`src/rtl/rasterizer_pkg.sv`:
```
// common: command encodings, FSM states and framebuffer geometry shared by the rasterizer block.
package common;
    typedef enum logic [2:0] {
        NOP   = 3'd0,
        FILL  = 3'd1,
        POINT = 3'd2,
        LINE  = 3'd3,
        RECT  = 3'd4
    } raster_command_t;

    typedef enum logic [2:0] {
        IDLE,
        DRAW_POINT,
        DRAW_LINE,
        DRAW_RECT,
        DRAW_FILL
    } raster_state_t;

    localparam logic [7:0] FB_WIDTH  = 8'd160;
    localparam logic [7:0] FB_HEIGHT = 8'd120;
    localparam int         FB_ADDR_W = 15;
endpackage

```
`src/rtl/rasterizer_if.sv`:
```
// rasterizer_if: CPU-to-GPU drawing command channel.
interface rasterizer_if;
    import common::*;
    raster_command_t command;
    logic [7:0]      x0, y0, x1, y1;
    logic [2:0]      colour;
    logic            execute_request;
    logic            busy;
    modport gpu (input command, x0, y0, x1, y1, colour, execute_request, output busy);
    modport cpu (output command, x0, y0, x1, y1, colour, execute_request, input busy);
endinterface

```
`src/rtl/rasterizer_line_stepper.sv`:
```
// rasterizer_line_stepper: Bresenham datapath; load latches endpoints, each step advances one pixel.
module rasterizer_line_stepper (
    input  logic       clk,
    input  logic       rst_n,
    input  logic       load_i,
    input  logic       step_i,
    input  logic [7:0] x0_i,
    input  logic [7:0] y0_i,
    input  logic [7:0] x1_i,
    input  logic [7:0] y1_i,
    output logic [7:0] x_o,
    output logic [7:0] y_o,
    output logic       done_o
);
    logic [7:0]        x_q, x_d, y_q, y_d, xe_q, ye_q, adx, ady;
    logic signed [10:0] dx_q, dy_q, err_q, err_d, e2;
    logic              sx_q, sy_q, stx, sty;

    assign adx    = x1_i >= x0_i ? x1_i - x0_i : x0_i - x1_i;
    assign ady    = y1_i >= y0_i ? y1_i - y0_i : y0_i - y1_i;
    assign e2     = err_q <<< 1;
    assign stx    = e2 >= dy_q;
    assign sty    = e2 <= dx_q;
    assign x_o    = x_q;
    assign y_o    = y_q;
    assign done_o = x_q == xe_q && y_q == ye_q;

    // Both decisions use the same e2, so a diagonal move is a single step.
    always_comb begin
        err_d = err_q + (stx ? dy_q : 11'sd0) + (sty ? dx_q : 11'sd0);
        x_d   = stx ? (sx_q ? x_q - 8'd1 : x_q + 8'd1) : x_q;
        y_d   = sty ? (sy_q ? y_q - 8'd1 : y_q + 8'd1) : y_q;
    end

    always_ff @(posedge clk) begin
        if (!rst_n) begin
            x_q   <= '0;
            y_q   <= '0;
            xe_q  <= '0;
            ye_q  <= '0;
            dx_q  <= '0;
            dy_q  <= '0;
            err_q <= '0;
            sx_q  <= 1'b0;
            sy_q  <= 1'b0;
        end else if (load_i) begin
            x_q   <= x0_i;
            y_q   <= y0_i;
            xe_q  <= x1_i;
            ye_q  <= y1_i;
            dx_q  <= $signed({3'b0, adx});
            dy_q  <= -$signed({3'b0, ady});
            err_q <= $signed({3'b0, adx}) - $signed({3'b0, ady});
            sx_q  <= x0_i > x1_i;
            sy_q  <= y0_i > y1_i;
        end else if (step_i) begin
            x_q   <= x_d;
            y_q   <= y_d;
            err_q <= err_d;
        end
    end
endmodule

```
`src/rtl/rasterizer.sv`:
```
// rasterizer: executes one drawing command at a time, emitting one framebuffer write per cycle.
module rasterizer
    import common::*;
(
    input  logic                 clk,
    input  logic                 rst_n,
    rasterizer_if.gpu            gpu_if,
    output logic [FB_ADDR_W-1:0] fb_addr,
    output logic [2:0]           fb_colour,
    output logic                 fb_write_en
);
    raster_state_t   state_q, state_d;
    raster_command_t cmd;
    logic [7:0]      x_q, x_d, y_q, y_d, xs_q, xs_d, xe_q, xe_d, ye_q, ye_d;
    logic [7:0]      xmin, xmax, ymin, ymax, ln_x, ln_y, px, py;
    logic [2:0]      colour_q, colour_d;
    logic            ln_load, ln_step, ln_done, row_end, last;
    logic [FB_ADDR_W-1:0] xw, yw;

    assign cmd     = gpu_if.command;
    assign xmin    = gpu_if.x0 < gpu_if.x1 ? gpu_if.x0 : gpu_if.x1;
    assign xmax    = gpu_if.x0 < gpu_if.x1 ? gpu_if.x1 : gpu_if.x0;
    assign ymin    = gpu_if.y0 < gpu_if.y1 ? gpu_if.y0 : gpu_if.y1;
    assign ymax    = gpu_if.y0 < gpu_if.y1 ? gpu_if.y1 : gpu_if.y0;
    assign row_end = x_q == xe_q;
    assign last    = row_end && y_q == ye_q;

    rasterizer_line_stepper u_line (
        .clk    (clk),
        .rst_n  (rst_n),
        .load_i (ln_load),
        .step_i (ln_step),
        .x0_i   (gpu_if.x0),
        .y0_i   (gpu_if.y0),
        .x1_i   (gpu_if.x1),
        .y1_i   (gpu_if.y1),
        .x_o    (ln_x),
        .y_o    (ln_y),
        .done_o (ln_done)
    );

    // FILL reuses the RECT scan over the full screen.
    always_comb begin
        state_d  = state_q;
        x_d      = x_q;
        y_d      = y_q;
        xs_d     = xs_q;
        xe_d     = xe_q;
        ye_d     = ye_q;
        colour_d = colour_q;
        ln_load  = 1'b0;
        ln_step  = 1'b0;
        unique case (state_q)
            IDLE: if (gpu_if.execute_request) begin
                colour_d = gpu_if.colour;
                ln_load  = cmd == LINE;
                x_d      = cmd == FILL ? 8'd0 : cmd == POINT ? gpu_if.x0 : xmin;
                y_d      = cmd == FILL ? 8'd0 : cmd == POINT ? gpu_if.y0 : ymin;
                xs_d     = cmd == FILL ? 8'd0 : xmin;
                xe_d     = cmd == FILL ? FB_WIDTH - 8'd1 : xmax;
                ye_d     = cmd == FILL ? FB_HEIGHT - 8'd1 : ymax;
                state_d  = cmd == POINT ? DRAW_POINT : cmd == LINE ? DRAW_LINE :
                           cmd == RECT ? DRAW_RECT : cmd == FILL ? DRAW_FILL : IDLE;
            end
            DRAW_POINT: state_d = IDLE;
            DRAW_LINE: begin
                ln_step = !ln_done;
                state_d = ln_done ? IDLE : DRAW_LINE;
            end
            default: begin
                state_d = last ? IDLE : state_q;
                x_d     = row_end ? xs_q : x_q + 8'd1;
                y_d     = row_end ? y_q + 8'd1 : y_q;
            end
        endcase
    end

    always_ff @(posedge clk) begin
        if (!rst_n) begin
            state_q  <= IDLE;
            x_q      <= '0;
            y_q      <= '0;
            xs_q     <= '0;
            xe_q     <= '0;
            ye_q     <= '0;
            colour_q <= '0;
        end else begin
            state_q  <= state_d;
            x_q      <= x_d;
            y_q      <= y_d;
            xs_q     <= xs_d;
            xe_q     <= xe_d;
            ye_q     <= ye_d;
            colour_q <= colour_d;
        end
    end

    assign px          = state_q == DRAW_LINE ? ln_x : x_q;
    assign py          = state_q == DRAW_LINE ? ln_y : y_q;
    assign xw          = FB_ADDR_W'(px);
    assign yw          = FB_ADDR_W'(py);
    assign fb_addr     = (yw << 7) + (yw << 5) + xw;
    assign fb_colour   = colour_q;
    assign gpu_if.busy = state_q != IDLE;
    assign fb_write_en = state_q != IDLE && px < FB_WIDTH && py < FB_HEIGHT;
endmodule

```
`src/flat_wrapper.sv`:
```
// flat-port wrapper written by rule: the top's interface ports become plain ports
module rasterizer_flat import common::*;
  (clk, rst_n, fb_addr, fb_colour, fb_write_en, gpu_if_command, gpu_if_x0, gpu_if_y0, gpu_if_x1, gpu_if_y1, gpu_if_colour, gpu_if_execute_request, gpu_if_busy);
  rasterizer_if gpu_if_i ();
  input  logic clk;
  input  logic rst_n;
  output logic [FB_ADDR_W-1:0] fb_addr;
  output logic [2:0] fb_colour;
  output logic fb_write_en;
  input wire logic [$bits(gpu_if_i.command)-1:0] gpu_if_command;
  input wire logic [$bits(gpu_if_i.x0)-1:0] gpu_if_x0;
  input wire logic [$bits(gpu_if_i.y0)-1:0] gpu_if_y0;
  input wire logic [$bits(gpu_if_i.x1)-1:0] gpu_if_x1;
  input wire logic [$bits(gpu_if_i.y1)-1:0] gpu_if_y1;
  input wire logic [$bits(gpu_if_i.colour)-1:0] gpu_if_colour;
  input wire logic [$bits(gpu_if_i.execute_request)-1:0] gpu_if_execute_request;
  output wire logic [$bits(gpu_if_i.busy)-1:0] gpu_if_busy;
  assign gpu_if_i.command = gpu_if_command;
  assign gpu_if_i.x0 = gpu_if_x0;
  assign gpu_if_i.y0 = gpu_if_y0;
  assign gpu_if_i.x1 = gpu_if_x1;
  assign gpu_if_i.y1 = gpu_if_y1;
  assign gpu_if_i.colour = gpu_if_colour;
  assign gpu_if_i.execute_request = gpu_if_execute_request;
  assign gpu_if_busy = gpu_if_i.busy;
  rasterizer u_core (.clk(clk), .rst_n(rst_n), .gpu_if(gpu_if_i), .fb_addr(fb_addr), .fb_colour(fb_colour), .fb_write_en(fb_write_en));
endmodule
```
`config.mk`:
```
export PLATFORM = sky130hd
export DESIGN_NAME = rasterizer_flat
export DESIGN_NICKNAME = d
export VERILOG_FILES = /design/src/rtl/rasterizer_pkg.sv /design/src/rtl/rasterizer_if.sv /design/src/rtl/rasterizer_line_stepper.sv /design/src/rtl/rasterizer.sv /design/src/flat_wrapper.sv
export SDC_FILE = /design/constraint.sdc
export NUM_CORES = 1
export LEC_CHECK = 0
export CAP_MARGIN = 20
export CORE_MARGIN = 4
export CORE_UTILIZATION = 61
export DETAILED_ROUTE_END_ITERATION = 7
export DONT_BUFFER_PORTS = 1
export PLACE_DENSITY = 0.84
export SETUP_SLACK_MARGIN = 0.5
export SLEW_MARGIN = 20
export SYNTH_ARGS = -nofsm -noshare
export SYNTH_HDL_FRONTEND = slang
export SYNTH_SLANG_ARGS = --single-unit
```
`constraint.sdc`:
```
create_clock -name clk -period 6.4 [get_ports clk]
set_clock_uncertainty 0.2 [all_clocks]
set_input_delay 0.96 -clock clk [delete_from_list [all_inputs] [get_ports clk]]
set_output_delay 0.96 -clock clk [all_outputs]
set_load 0.02 [all_outputs]
```
==> reports/results.txt, run 1 <==
worst relative slew slack -> 37.7%
Resized Gates After CTS -> 0
Post-synth EDFFs -> 0
synth top area cells -> dfxtp_1 (24%), ha_1 (13%), a21oi_1 (6.5%)
switching power summed over all nets -> 790 uW
average wire per standard cell -> 17.9 um
antenna-violating nets left -> 0
violation count after the first detailed-route iteration -> 633
total power density per cell area -> 217 mW/mm^2
dominant register cell in the synthesized netlist -> dfxtp_1
run status -> finished, final reports clean
fraction of layout instances using a drive strength above 1 -> 5.43%
fraction of power spent switching nets -> 38.1%
Placeable Area -> 0.0146 sq mm
data required time at the worst endpoint -> 5.24 ns
Finished Layout Cells -> 1326
final worst slack -> 1.25 ns
global-route wire length before repair -> 38.7 mm
vias per inst -> 6.21
hold worst-path end -> u_core.xs_q[6]
routed via count -> 8236
crit path max-delay cell type -> dfxtp_1
leading post-synthesis cells by instance count -> nand2_1 (148), a21oi_1 (118), dfxtp_1 (109)
antenna violations before repair -> 0
max frequency -> 0.194 GHz
largest incremental delay on the critical path -> 0.42 ns
LEAKAGE -> 4.26 nW
source-to-sink clock delay at the later pin of the worst-skew pair -> 0.36 ns
share of power burned in registers -> 37.0%
combinational group share of total power -> 35.0%
area of the mapped netlist -> 0.00915 sq mm
internal power consumption -> 1.29 mW
final-layout setup total negative slack -> 0 ns
mean post-synth cell area -> 7.82 sq um
global route overflow -> 0
relative contribution of the clock network to total power -> 28.0%
io pins -> 61
I/O Buffers -> 0
Rows -> 44
total clock buffers created by CTS -> 9
Tot GR Track Use -> 28.2%
Most Frequent Cell on Critical Path -> a21oi_1
depth of the worst hold-timing path -> 2
horizontal die dimension -> 130 um
number of max-slew violations in the final report -> 0
share of the cycle needed by the critical path after routing -> 80.4%
number of H-tree levels -> 3
sequential cell area fraction in the yosys report -> 23.9%
flop2flop setup slack -> 1.34 ns
clock buffer depth -> 2
hold_sp -> u_core.xs_q[6]
1st-pass router iterations -> 6
Setup Viol. Count Final -> 0
via count of the first global-routing pass -> 7943
series of cell instances along the critical path -> nor3b_2 > buf_4 > mux2_2 > ha_1 > ha_1 > fa_1 > a21oi_1 > nor2_1 > nor2_1 > o21bai_1 > a21oi_1 > o21bai_1 > a21oi_1 > xnor2_1
number of placed instances, taps included -> 1310
CTS tree -> yes
Sink Count -> 109
top cell type by total area after synthesis -> dfxtp_1
final hold viol count -> 0
number of cell instances on the worst register-to-register path -> 19
cell type group with the largest total delay on the critical path -> adder cells
pre-CTS worst setup slack -> 1.38 ns
critical path launch point type -> flip-flop
Async S/R FF share, synth -> 0%
synthesis-stage register bit count -> 109
Warnings, synthesis -> 0
crit path time final -> 5.15 ns
clock-pin slew on the worst setup and hold paths -> 0.08 ns
total die area -> 0.0170 sq mm
critical setup path kind -> reg -> out
number of post-CTS setup repair buffers -> 0
Synth top area share -> 23.9%
cell chosen for the clock root -> clkbuf_16
worst hold-check path type -> reg -> reg
measured slew at the worst slew-check pin -> 0.930 ns
# Max-Cap Violations -> 0
most numerous cell in the Yosys netlist -> nand2_1
number of diodes added for antenna fixing -> 0
setup repair after global routing missed its margin -> no
CP max FO -> 13
layout overhead on the synthesized area -> 4.40%
die boundary height -> 130 um
last weighted congestion value of the routability-driven placer -> 0.936
endpoint kind of the worst setup timing path -> primary output
number of buffers added to fix hold violations after cts -> 0
arrival time of data at the critical path endpoint -> 3.99 ns
largest net degree at the start of global routing -> 68
DR DRC count -> 0
total power consumption of the routed design -> 2.07 mW
final routed wirelength across all metal layers -> 23.8 mm
net count of the finished layout -> 1292
initial standard-cell utilization of the core -> 62.7%
Yosys cell types -> 72
Mapped Cells -> 1169
number of buffer and inverter stages on the critical path -> 1
total nets after synthesis -> 1324
Peak supply drop -> 0.173 mV
final-layout fill cell count -> 1235
source of the worst register-to-register timing path -> u_core.u_line.dy_q[1]
DP Wirelength -> 18.3 mm
R2R Path End -> u_core.u_line.err_q[9]
-- metal layers --
| layer | share of wire, % | GRT usage, % |
|---|---|---|
| met1 | 43 | 37.0 |
| met5 | 0 | 0 |
| met3 | 6.4 | 5.04 |
| met4 | 3.7 | 12.1 |
| met2 | 47 | 45.9 |
-- through the flow --
step | utilization [%] | cell area, sq um | hold WS, ns
finish | 65.5 | 9550 | 0.257
floorplan | - | 9150 | 0.229
global route | 65.5 | 9550 | 0.277
CTS | 65.4 | 9550 | 0.259
detailed placement | 63.3 | 9240 | 0.248
global placement | 63.3 | 9240 | 0.240
-- how the worst max path moves through the flow --
stage / startpoint / to / cells past startpoint
2_1_floorplan: u_core.state_q[1] / fb_addr[14] / 14
3_3_place_gp: u_core.u_line.dy_q[1] / u_core.u_line.err_q[9] / 19
3_5_place_dp: u_core.u_line.dy_q[1] / u_core.u_line.err_q[9] / 19
4_1_cts: u_core.state_q[1] / fb_addr[14] / 14
5_1_grt: u_core.state_q[1] / fb_addr[14] / 15
6_report: u_core.state_q[1] / fb_addr[14] / 14
-- kinds of logic (layout without fill, tap and decap cells) --
family,count (synthesis),after routing,synth area share [%]
buf+inv,149,122,6.48
mux,44,44,5.18
xor+xnor,84,84,8.25
fa+ha+maj,114,114,17.1
compound gates,328,328,22.3
simple gates,341,341,16.9
flops,109,109,23.9
-- cells in the final DEF (no fill, tap or decap), drive strengths merged, types with 13 or more instances in the layout --
master,count
nor3,13
dfxtp,109
and2,13
mux2i,27
ha,96
fa,18
xor2,45
o21ai,73
a22oi,21
nand3,15
inv,99
a21o,21
a21oi,118
nor2,89
mux2,17
nand2,148
xnor2,39
-- final cells by class --
| cell class | count | area (sq um) | share of cell area (%) |
|---|---|---|---|
| inverters | 95 | 357 | 3.73 |
| clock inverters | 7 | 81.3 | 0.852 |
| flip-flops and latches | 109 | 2180 | 22.9 |
| clock buffers | 9 | 225 | 2.36 |
| well taps | 184 | 230 | 2.41 |
| repair buffers | 11 | 82.6 | 0.865 |
| multi-input cells | 911 | 6390 | 66.9 |
-- power by group through the flow --
stage	Sequential, mW	Clock, mW	Combinational [mW]
after floorplan	0.765	0	0.581
after global placement	0.781	0	0.694
after detailed placement	0.782	0	0.714
after CTS	0.766	0.583	0.721
after global routing	0.773	0.614	0.808
final	0.768	0.580	0.727
-- registers in the layout, summed over array words and instances (netlist names) --
signal	cells
u_core.u_line.dy_q	11
u_core.u_line.err_q	10
u_core.u_line.dx_q	8
u_core.u_line.x_o	8
u_core.u_line.xe_q	8
u_core.u_line.y_o	8
u_core.u_line.ye_q	8
u_core.x_q	8
u_core.xe_q	8
u_core.xs_q	8
u_core.y_q	8
u_core.ye_q	8
u_core.fb_colour	3
u_core.state_q	3
u_core.u_line.sx_q	1
u_core.u_line.sy_q	1
-- tightest hold or removal path: stages (launching register included) --
cell	delay, ns
dfxtp_1	0.32
nand2_1	0.05
a21oi_1	0.05
(Power assumes the default switching activity.)
==> run 2, diff against run 1 <==
Settings changed: CORE_UTILIZATION 61 to 59, PLACE_DENSITY 0.84 to 0.85.
Clock period 6.4 ns to 4.3 ns, I/O delays scaled along.
==> run 2 against run 1 <==
Effect of this change:
- the flow now finishes with violations (negative setup slack)
- sequential power rose by 48%
- total power increased by 62%
- largest power group is now combinational cells
- critical endpoint unchanged
- die area grew 3.2%
==> reports/results.txt, run 2 (synthesis results as in run 1) <==
total clock buffers created by CTS -> 9 (unchanged)
total die area -> 0.0176 sq mm (was 0.0170 sq mm)
I/O Buffers -> 0 (unchanged)
final hold viol count -> 0 (unchanged)
LEAKAGE -> 4.69 nW (was 4.26 nW)
worst hold-check path type -> in -> reg (was reg -> reg)
largest register by flop count -> u_core.u_line.dy_q (unchanged)
cell chosen for the clock root -> clkbuf_16 (unchanged)
area occupied by multi-input gates -> 0.00685 sq mm (was 0.00639 sq mm)
final-layout setup total negative slack -> -0.00352 ns (was 0 ns)
net count of the finished layout -> 1355 (was 1292)
last weighted congestion value of the routability-driven placer -> 0.935 (was 0.936)
CP max FO -> 4 (was 13)
hold_ws -> 0.206 ns (was 0.257 ns)
die boundary height -> 133 um (was 130 um)
violations in the final reports -> negative setup slack
1st-pass router iterations -> 6 (unchanged)
run status -> finished, violations left (was finished, final reports clean)
antenna-violating nets left -> 0 (unchanged)
Sink Count -> 109 (unchanged)
via count of the first global-routing pass -> 8387 (was 7943)
largest incremental delay on the critical path -> 0.36 ns (was 0.42 ns)
global-route wire length before repair -> 42.2 mm (was 38.7 mm)
critical path launch point -> u_core.state_q[2] (was u_core.state_q[1])
sequential cell area -> 0.00221 sq mm (was 0.00218 sq mm)
final-layout fill cell count -> 1120 (was 1235)
most used cells in the layout excluding fill and tap cells -> nand2_1 (147), a21oi_1 (103), dfxtp_1 (96), inv_1 (87), nor2_1 (86) (was nand2_1 (148), a21oi_1 (117), dfxtp_1 (109), ha_1 (96), inv_1 (94))
crit path max-delay cell type -> dfxtp_4 (was dfxtp_1)
endpoint kind of the worst setup timing path -> primary output (unchanged)
series of cell instances along the critical path -> nor3b_4 > buf_6 > buf_12 > buf_4 > mux2_4 > ha_1 > ha_4 > inv_1 > nor2_2 > nor2_2 > o21bai_1 > a21oi_2 > o21bai_1 > a21oi_2 > xnor2_2 (was nor3b_2 > buf_4 > mux2_2 > ha_1 > ha_1 > fa_1 > a21oi_1 > nor2_1 > nor2_1 > o21bai_1 > a21oi_1 > o21bai_1 > a21oi_1 > xnor2_1)
total power density per cell area -> 318 mW/mm^2 (was 217 mW/mm^2)
Setup Viol. Count Final -> 1 (was 0)
critical setup path kind -> reg -> out (unchanged)
flop2flop setup slack -> 0.09 ns (was 1.34 ns)
setup repair after global routing missed its margin -> yes (was no)
largest net degree at the start of global routing -> 68 (unchanged)
clock-pin slew on the worst setup and hold paths -> 0.09 ns (was 0.08 ns)
Placeable Area -> 0.0152 sq mm (was 0.0146 sq mm)
data required time at the worst endpoint -> 3.45 ns (was 5.24 ns)
Peak supply drop -> 0.294 mV (was 0.173 mV)
average wire per standard cell -> 19.2 um (was 17.9 um)
max frequency -> 0.232 GHz
clock buffer depth -> 2 (unchanged)
arrival time of data at the critical path endpoint -> 3.46 ns (was 3.99 ns)
violation count after the first detailed-route iteration -> 795 (was 633)
horizontal die dimension -> 133 um (was 130 um)
number of diodes added for antenna fixing -> 0 (unchanged)
number of cell instances on the worst register-to-register path -> 18 (was 19)
share of the cycle needed by the critical path after routing -> 100%
depth of the worst hold-timing path -> 2 (unchanged)
flip-flop count of the largest register, all copies and words added -> 11 (unchanged)
CTS tree -> yes (unchanged)
Regs by FF count -> u_core.u_line.dy_q (11), u_core.u_line.err_q (10) (unchanged)
io pins -> 61 (unchanged)
hold worst-path end -> u_core.fb_colour[2] (was u_core.xs_q[6])
commonest non-fill, non-tap cell in the layout -> nand2_1 (unchanged)
final worst slack -> -0.00352 ns (was 1.25 ns)
crit path time final -> 4.30 ns
measured slew at the worst slew-check pin -> 0.950 ns (was 0.930 ns)
cell type group with the largest total delay on the critical path -> adder cells (unchanged)
final routed wirelength across all metal layers -> 26.8 mm (was 23.8 mm)
hold_sp -> gpu_if_colour[2] (was u_core.xs_q[6])
vias per inst -> 6.29 (was 6.21)
antenna violations before repair -> 0 (unchanged)
source-to-sink clock delay at the later pin of the worst-skew pair -> 0.37 ns (was 0.36 ns)
layout overhead on the synthesized area -> 15.5% (was 4.40%)
source of the worst register-to-register timing path -> u_core.u_line.err_q[0] (was u_core.u_line.dy_q[1])
routed via count -> 8760 (was 8236)
DP Wirelength -> 19.2 mm (was 18.3 mm)
fraction of layout instances using a drive strength above 1 -> 17.1% (was 5.43%)
global route overflow -> 0 (unchanged)
number of buffer and inverter stages on the critical path -> 4 (was 1)
# Max-Cap Violations -> 0 (unchanged)
worst relative slew slack -> 36.5% (was 37.7%)
initial standard-cell utilization of the core -> 60.2% (was 62.7%)
R2R Path End -> u_core.u_line.err_q[9] (unchanged)
Rows -> 45 (was 44)
number of max-slew violations in the final report -> 0 (unchanged)
DR DRC count -> 0 (unchanged)
Tot GR Track Use -> 29.0% (was 28.2%)
number of H-tree levels -> 3 (unchanged)
critical path launch point type -> flip-flop (unchanged)
[run 2: cell type report]
cell class | instances | share of cell area (%)
multi-input cells | 911 | 64.9
flip-flops and latches | 109 | 20.9
clock buffers | 9 | 2.13
inverters | 95 | 3.38
well taps | 188 | 2.23
repair buffers | 74 | 5.67
clock inverters | 7 | 0.817
[run 2: where the power goes]
part	total (mW)	internal, mW	leakage (nW)	switching, mW
logic	1.34	0.581	3.64	0.761
registers	1.14	1.07	0.897	0.0736
clock network	0.878	0.423	0.152	0.455
[run 2: worst max path at each step]
stage | to | slack (ns) | depth (start not counted)
floorplan | u_core.u_line.err_q[9] | 0.11 | 19
global placement | u_core.u_line.err_q[9] | 0.05 | 19
detailed placement | u_core.u_line.err_q[9] | -0.09 | 18
CTS | u_core.u_line.err_q[9] | -0.01 | 18
global route | u_core.u_line.err_q[9] | -0.20 | 18
finish | fb_addr[14] | -0.004 | 15
[run 2: repair_timing]
action,4_1_cts,5_1_grt
endpoints found under the hold margin,0,0
setup buffers,20,9
endpoints found under the setup margin,11,14
resized for setup,39,34
pin swaps,42,33
hold buffers,0,0
[run 2: worst reg2reg max path, stage by stage, from the launching register on]
cell	delay (ns)
dfxtp_4	0.37
ha_4	0.23
nor2b_4	0.12
o21ai_2	0.14
a21oi_2	0.09
o41ai_2	0.32
a21oi_2	0.12
and2_4	0.18
fa_1	0.44
ha_2	0.20
fa_2	0.34
a21o_1	0.20
a21oi_2	0.18
o21bai_2	0.10
a2111oi_2	0.30
nor3_1	0.10
xnor2_1	0.20
xnor2_1	0.10
a211oi_1	0.20
[run 2: stage by stage]
stage	setup WS (ns)	utilization [%]	total power, mW	instances	cell area [sq um]
after floorplan	0.115	-	2.06	1169	9330
after global placement	0.0495	63.6	2.31	1348	9670
after detailed placement	-0.0918	63.6	2.35	1348	9670
after CTS	-0.0121	67.9	3.28	1384	10300
after global routing	-0.197	69.5	3.53	1393	10600
final	-0.00352	69.5	3.36	1393	10600
[run 2: routing by layer]
layer	GRT usage, %	part of all wire, %
met1	36.8	40
met2	47.9	47
met4	15.6	5.3
met3	4.11	7.1
met5	0	0
==> run 3, diff against run 2 <==
Settings changed: CORE_MARGIN 4 to 1, CORE_UTILIZATION 59 to 55, DONT_BUFFER_PORTS 1 to default.
==> run 3 against run 2 <==
Effect of this change:
- the run now ends clean
- total power increased by 12%
- first-iteration DRC count is 45% higher
- highest routed layer unchanged
- sequential share of layout area fell by 3.2 points
==> reports/results.txt, run 3 (synthesis results as in run 1) <==
largest net degree at the start of global routing -> 68 (unchanged)
final worst slack -> 0.0121 ns (was -0.00352 ns)
io pins -> 61 (unchanged)
vias per inst -> 6.18 (was 6.29)
arrival time of data at the critical path endpoint -> 4.30 ns (was 3.46 ns)
LEAKAGE -> 5.64 nW (was 4.69 nW)
clock buffer depth -> 2 (unchanged)
layout overhead on the synthesized area -> 35.6% (was 15.5%)
number of H-tree levels -> 3 (unchanged)
final-layout fill cell count -> 975 (was 1120)
setup repair after global routing missed its margin -> yes (unchanged)
final hold viol count -> 0 (unchanged)
Post-DP Area -> 0.0112 sq mm (was 0.00967 sq mm)
largest incremental delay on the critical path -> 0.46 ns (was 0.36 ns)
final routed wirelength across all metal layers -> 30.9 mm (was 26.8 mm)
cell chosen for the clock root -> clkbuf_16 (unchanged)
average wire per standard cell -> 19.3 um (was 19.2 um)
Tot GR Track Use -> 34.4% (was 29.0%)
internal power consumption -> 2.32 mW (was 2.07 mW)
flop2flop setup slack -> 0.01 ns (was 0.09 ns)
global-route wire length before repair -> 45.9 mm (was 42.2 mm)
worst relative slew slack -> 34.4% (was 36.5%)
R2R Path End -> u_core.u_line.err_q[7] (was u_core.u_line.err_q[9])
total power density per cell area -> 305 mW/mm^2 (was 318 mW/mm^2)
measured slew at the worst slew-check pin -> 0.980 ns (was 0.950 ns)
endpoint kind of the worst setup timing path -> flip-flop (was primary output)
max frequency -> 0.233 GHz (was 0.232 GHz)
total clock buffers created by CTS -> 9 (unchanged)
data required time at the worst endpoint -> 4.31 ns (was 3.45 ns)
run status -> finished, final reports clean (was finished, violations left)
clock-pin slew on the worst setup and hold paths -> 0.09 ns (about the same)
share of power burned in registers -> 30.1% (was 34.0%)
fraction of layout instances using a drive strength above 1 -> 28.3% (was 17.1%)
crit path max-delay cell type -> fa_1 (was dfxtp_4)
last weighted congestion value of the routability-driven placer -> 0.979 (was 0.935)
CTS tree -> yes (unchanged)
1st-pass router iterations -> 5 (was 6)
total die area -> 0.0171 sq mm (was 0.0176 sq mm)
initial standard-cell utilization of the core -> 57.0% (was 60.2%)
number of max-slew violations in the final report -> 0 (unchanged)
pre-CTS worst setup slack -> -0.327 ns (was -0.0918 ns)
commonest non-fill, non-tap cell in the layout -> buf_4 (was nand2_1)
switching power summed over all nets -> 1.46 mW (was 1.29 mW)
Regs by FF count -> u_core.u_line.dy_q (11), u_core.u_line.err_q (10) (unchanged)
violation count after the first detailed-route iteration -> 1155 (was 795)
I/O Buffers -> 60 (was 0)
Most Frequent Cell on Critical Path -> a21oi_2
most used routing layer -> met2 (unchanged)
hold_ws -> 0.258 ns (was 0.206 ns)
source of the worst register-to-register timing path -> u_core.u_line.err_q[3] (was u_core.u_line.err_q[0])
antenna-violating nets left -> 0 (unchanged)
largest register by flop count -> u_core.u_line.dy_q (unchanged)
share of the cycle needed by the critical path after routing -> 99.7% (was 100%)
CP max FO -> 4 (unchanged)
net count of the finished layout -> 1534 (was 1355)
GR Util met2 -> 58.7% (was 47.9%)
combinational group share of total power -> 46.3% (was 39.9%)
die boundary height -> 131 um (was 133 um)
worst hold-check path type -> reg -> reg (was in -> reg)
critical path launch point -> u_core.u_line.err_q[3] (was u_core.state_q[2])
# Max-Cap Violations -> 0 (unchanged)
routed via count -> 9890 (was 8760)
DP Wirelength -> 20.5 mm (was 19.2 mm)
horizontal die dimension -> 131 um (was 133 um)
DR DRC count -> 0 (unchanged)
number of diodes added for antenna fixing -> 0 (unchanged)
flip-flop count of the largest register, all copies and words added -> 11 (unchanged)
source-to-sink clock delay at the later pin of the worst-skew pair -> 0.37 ns (about the same)
Placeable Area -> 0.0161 sq mm (was 0.0152 sq mm)
Sink Count -> 109 (unchanged)
fraction of power spent switching nets -> 38.6% (was 38.4%)
crit path time final -> 4.29 ns (was 4.30 ns)
Setup Viol. Count Final -> 0 (was 1)
global route overflow -> 0 (unchanged)
capture point of the critical path -> u_core.u_line.err_q[7] (was fb_addr[14])
global-route met1 utilization -> 41.1% (was 36.8%)
relative contribution of the clock network to total power -> 23.6% (was 26.1%)
final core utilization -> 77.2% (was 69.5%)
global routing usage on met3 -> 4.60% (was 4.11%)
Rows -> 46 (was 45)
via count of the first global-routing pass -> 9467 (was 8387)
Final Instance Area -> 0.0124 sq mm (was 0.0106 sq mm)
total power consumption of the routed design -> 3.78 mW (was 3.36 mW)
critical setup path kind -> reg -> reg (was reg -> out)
critical path launch point type -> flip-flop (unchanged)
series of cell instances along the critical path -> ha_4 > a21o_1 > a21oi_2 > nor2b_1 > o41ai_2 > a21oi_2 > and2_4 > fa_1 > ha_2 > fa_2 > a21o_1 > a21oi_2 > o21bai_1 > a21oi_1 > xor2_1 > nor2_1 > a211oi_2 > a211oi_1 (was nor3b_4 > buf_6 > buf_12 > buf_4 > mux2_4 > ha_1 > ha_4 > inv_1 > nor2_2 > nor2_2 > o21bai_1 > a21oi_2 > o21bai_1 > a21oi_2 > xnor2_2)
most used cells in the layout excluding fill and tap cells -> buf_4 (182), nand2_1 (146), a21oi_1 (98), dfxtp_1 (98), nor2_1 (83) (was nand2_1 (147), a21oi_1 (103), dfxtp_1 (96), inv_1 (87), nor2_1 (86))
number of cell instances on the worst register-to-register path -> 18 (unchanged)
Peak supply drop -> 0.242 mV (was 0.294 mV)
antenna violations before repair -> 0 (unchanged)
## run 3: changes by cell type in the layout (fill, tap and decap cells not counted), sizes merged
cell,previous run,this run
inv,100,98
clkbuf,9,14
clkinv,2,4
clkdlybuf4s15,0,4
buf,74,200
dlygate4sd2,0,13
dlymetal6s2s,0,11
clkdlybuf4s50,0,20
## run 3: worst min-delay path by stage
stage	slack [ns]	to	start	cells past startpoint
after global routing	0.28	u_core.xs_q[2]	u_core.xs_q[2]	2
after CTS	0.26	u_core.xs_q[1]	u_core.xs_q[1]	2
after detailed placement	0.24	u_core.xs_q[1]	u_core.xs_q[1]	2
after global placement	0.24	u_core.xs_q[5]	u_core.xs_q[5]	2
after floorplan	0.23	u_core.xs_q[7]	u_core.xs_q[7]	2
final	0.26	u_core.xs_q[1]	u_core.xs_q[1]	2
## run 3: layout make-up
type	instances	area (sq um)	area share [%]
inverters	95	359	2.90
well taps	216	270	2.18
flip-flops and latches	109	2200	17.7
multi-input cells	911	7160	57.7
clock inverters	7	96.3	0.777
repair buffers	253	2090	16.9
clock buffers	9	225	1.82
## run 3: power groups by stage
stage / Sequential, mW / Clock, mW / Combinational [mW]
4_1_cts: 1.13 / 0.886 / 1.57
2_1_floorplan: 1.14 / 0 / 0.918
3_3_place_gp: 1.15 / 0 / 1.42
6_report: 1.14 / 0.893 / 1.75
5_1_grt: 1.14 / 0.928 / 1.87
3_5_place_dp: 1.15 / 0 / 1.45
## run 3: worst max-delay path: cells and delay by family (launching register included)
kind / cells / cell delay [ns]
flops: 1 / 0.37
compound gates: 10 / 1.77
fa+ha+maj: 4 / 1.26
simple gates: 3 / 0.32
xor+xnor: 1 / 0.21
## run 3: layer usage
layer,vias to the layer above,routed length (um)
li1,4508,-
met1,4667,11900
met2,577,15300
met3,138,2100
met4,0,1580
met5,-,0
## run 3: through the flow
stage                     instances  setup TNS, ns
after global routing           1600         -0.416
after global placement         1552         -0.662
after floorplan                1169              0
final                          1600              0
after CTS                      1590              0
after detailed placement       1552          -1.21
## run 3: repair_timing
action                                  CTS  global route
hold buffers                              0             0
endpoints found under the setup margin   16            15
pin swaps                                44            44
hold endpoints to repair                  0             0
resized for setup                       128           100
gates cloned                              0             0
buffers inserted                         22            10
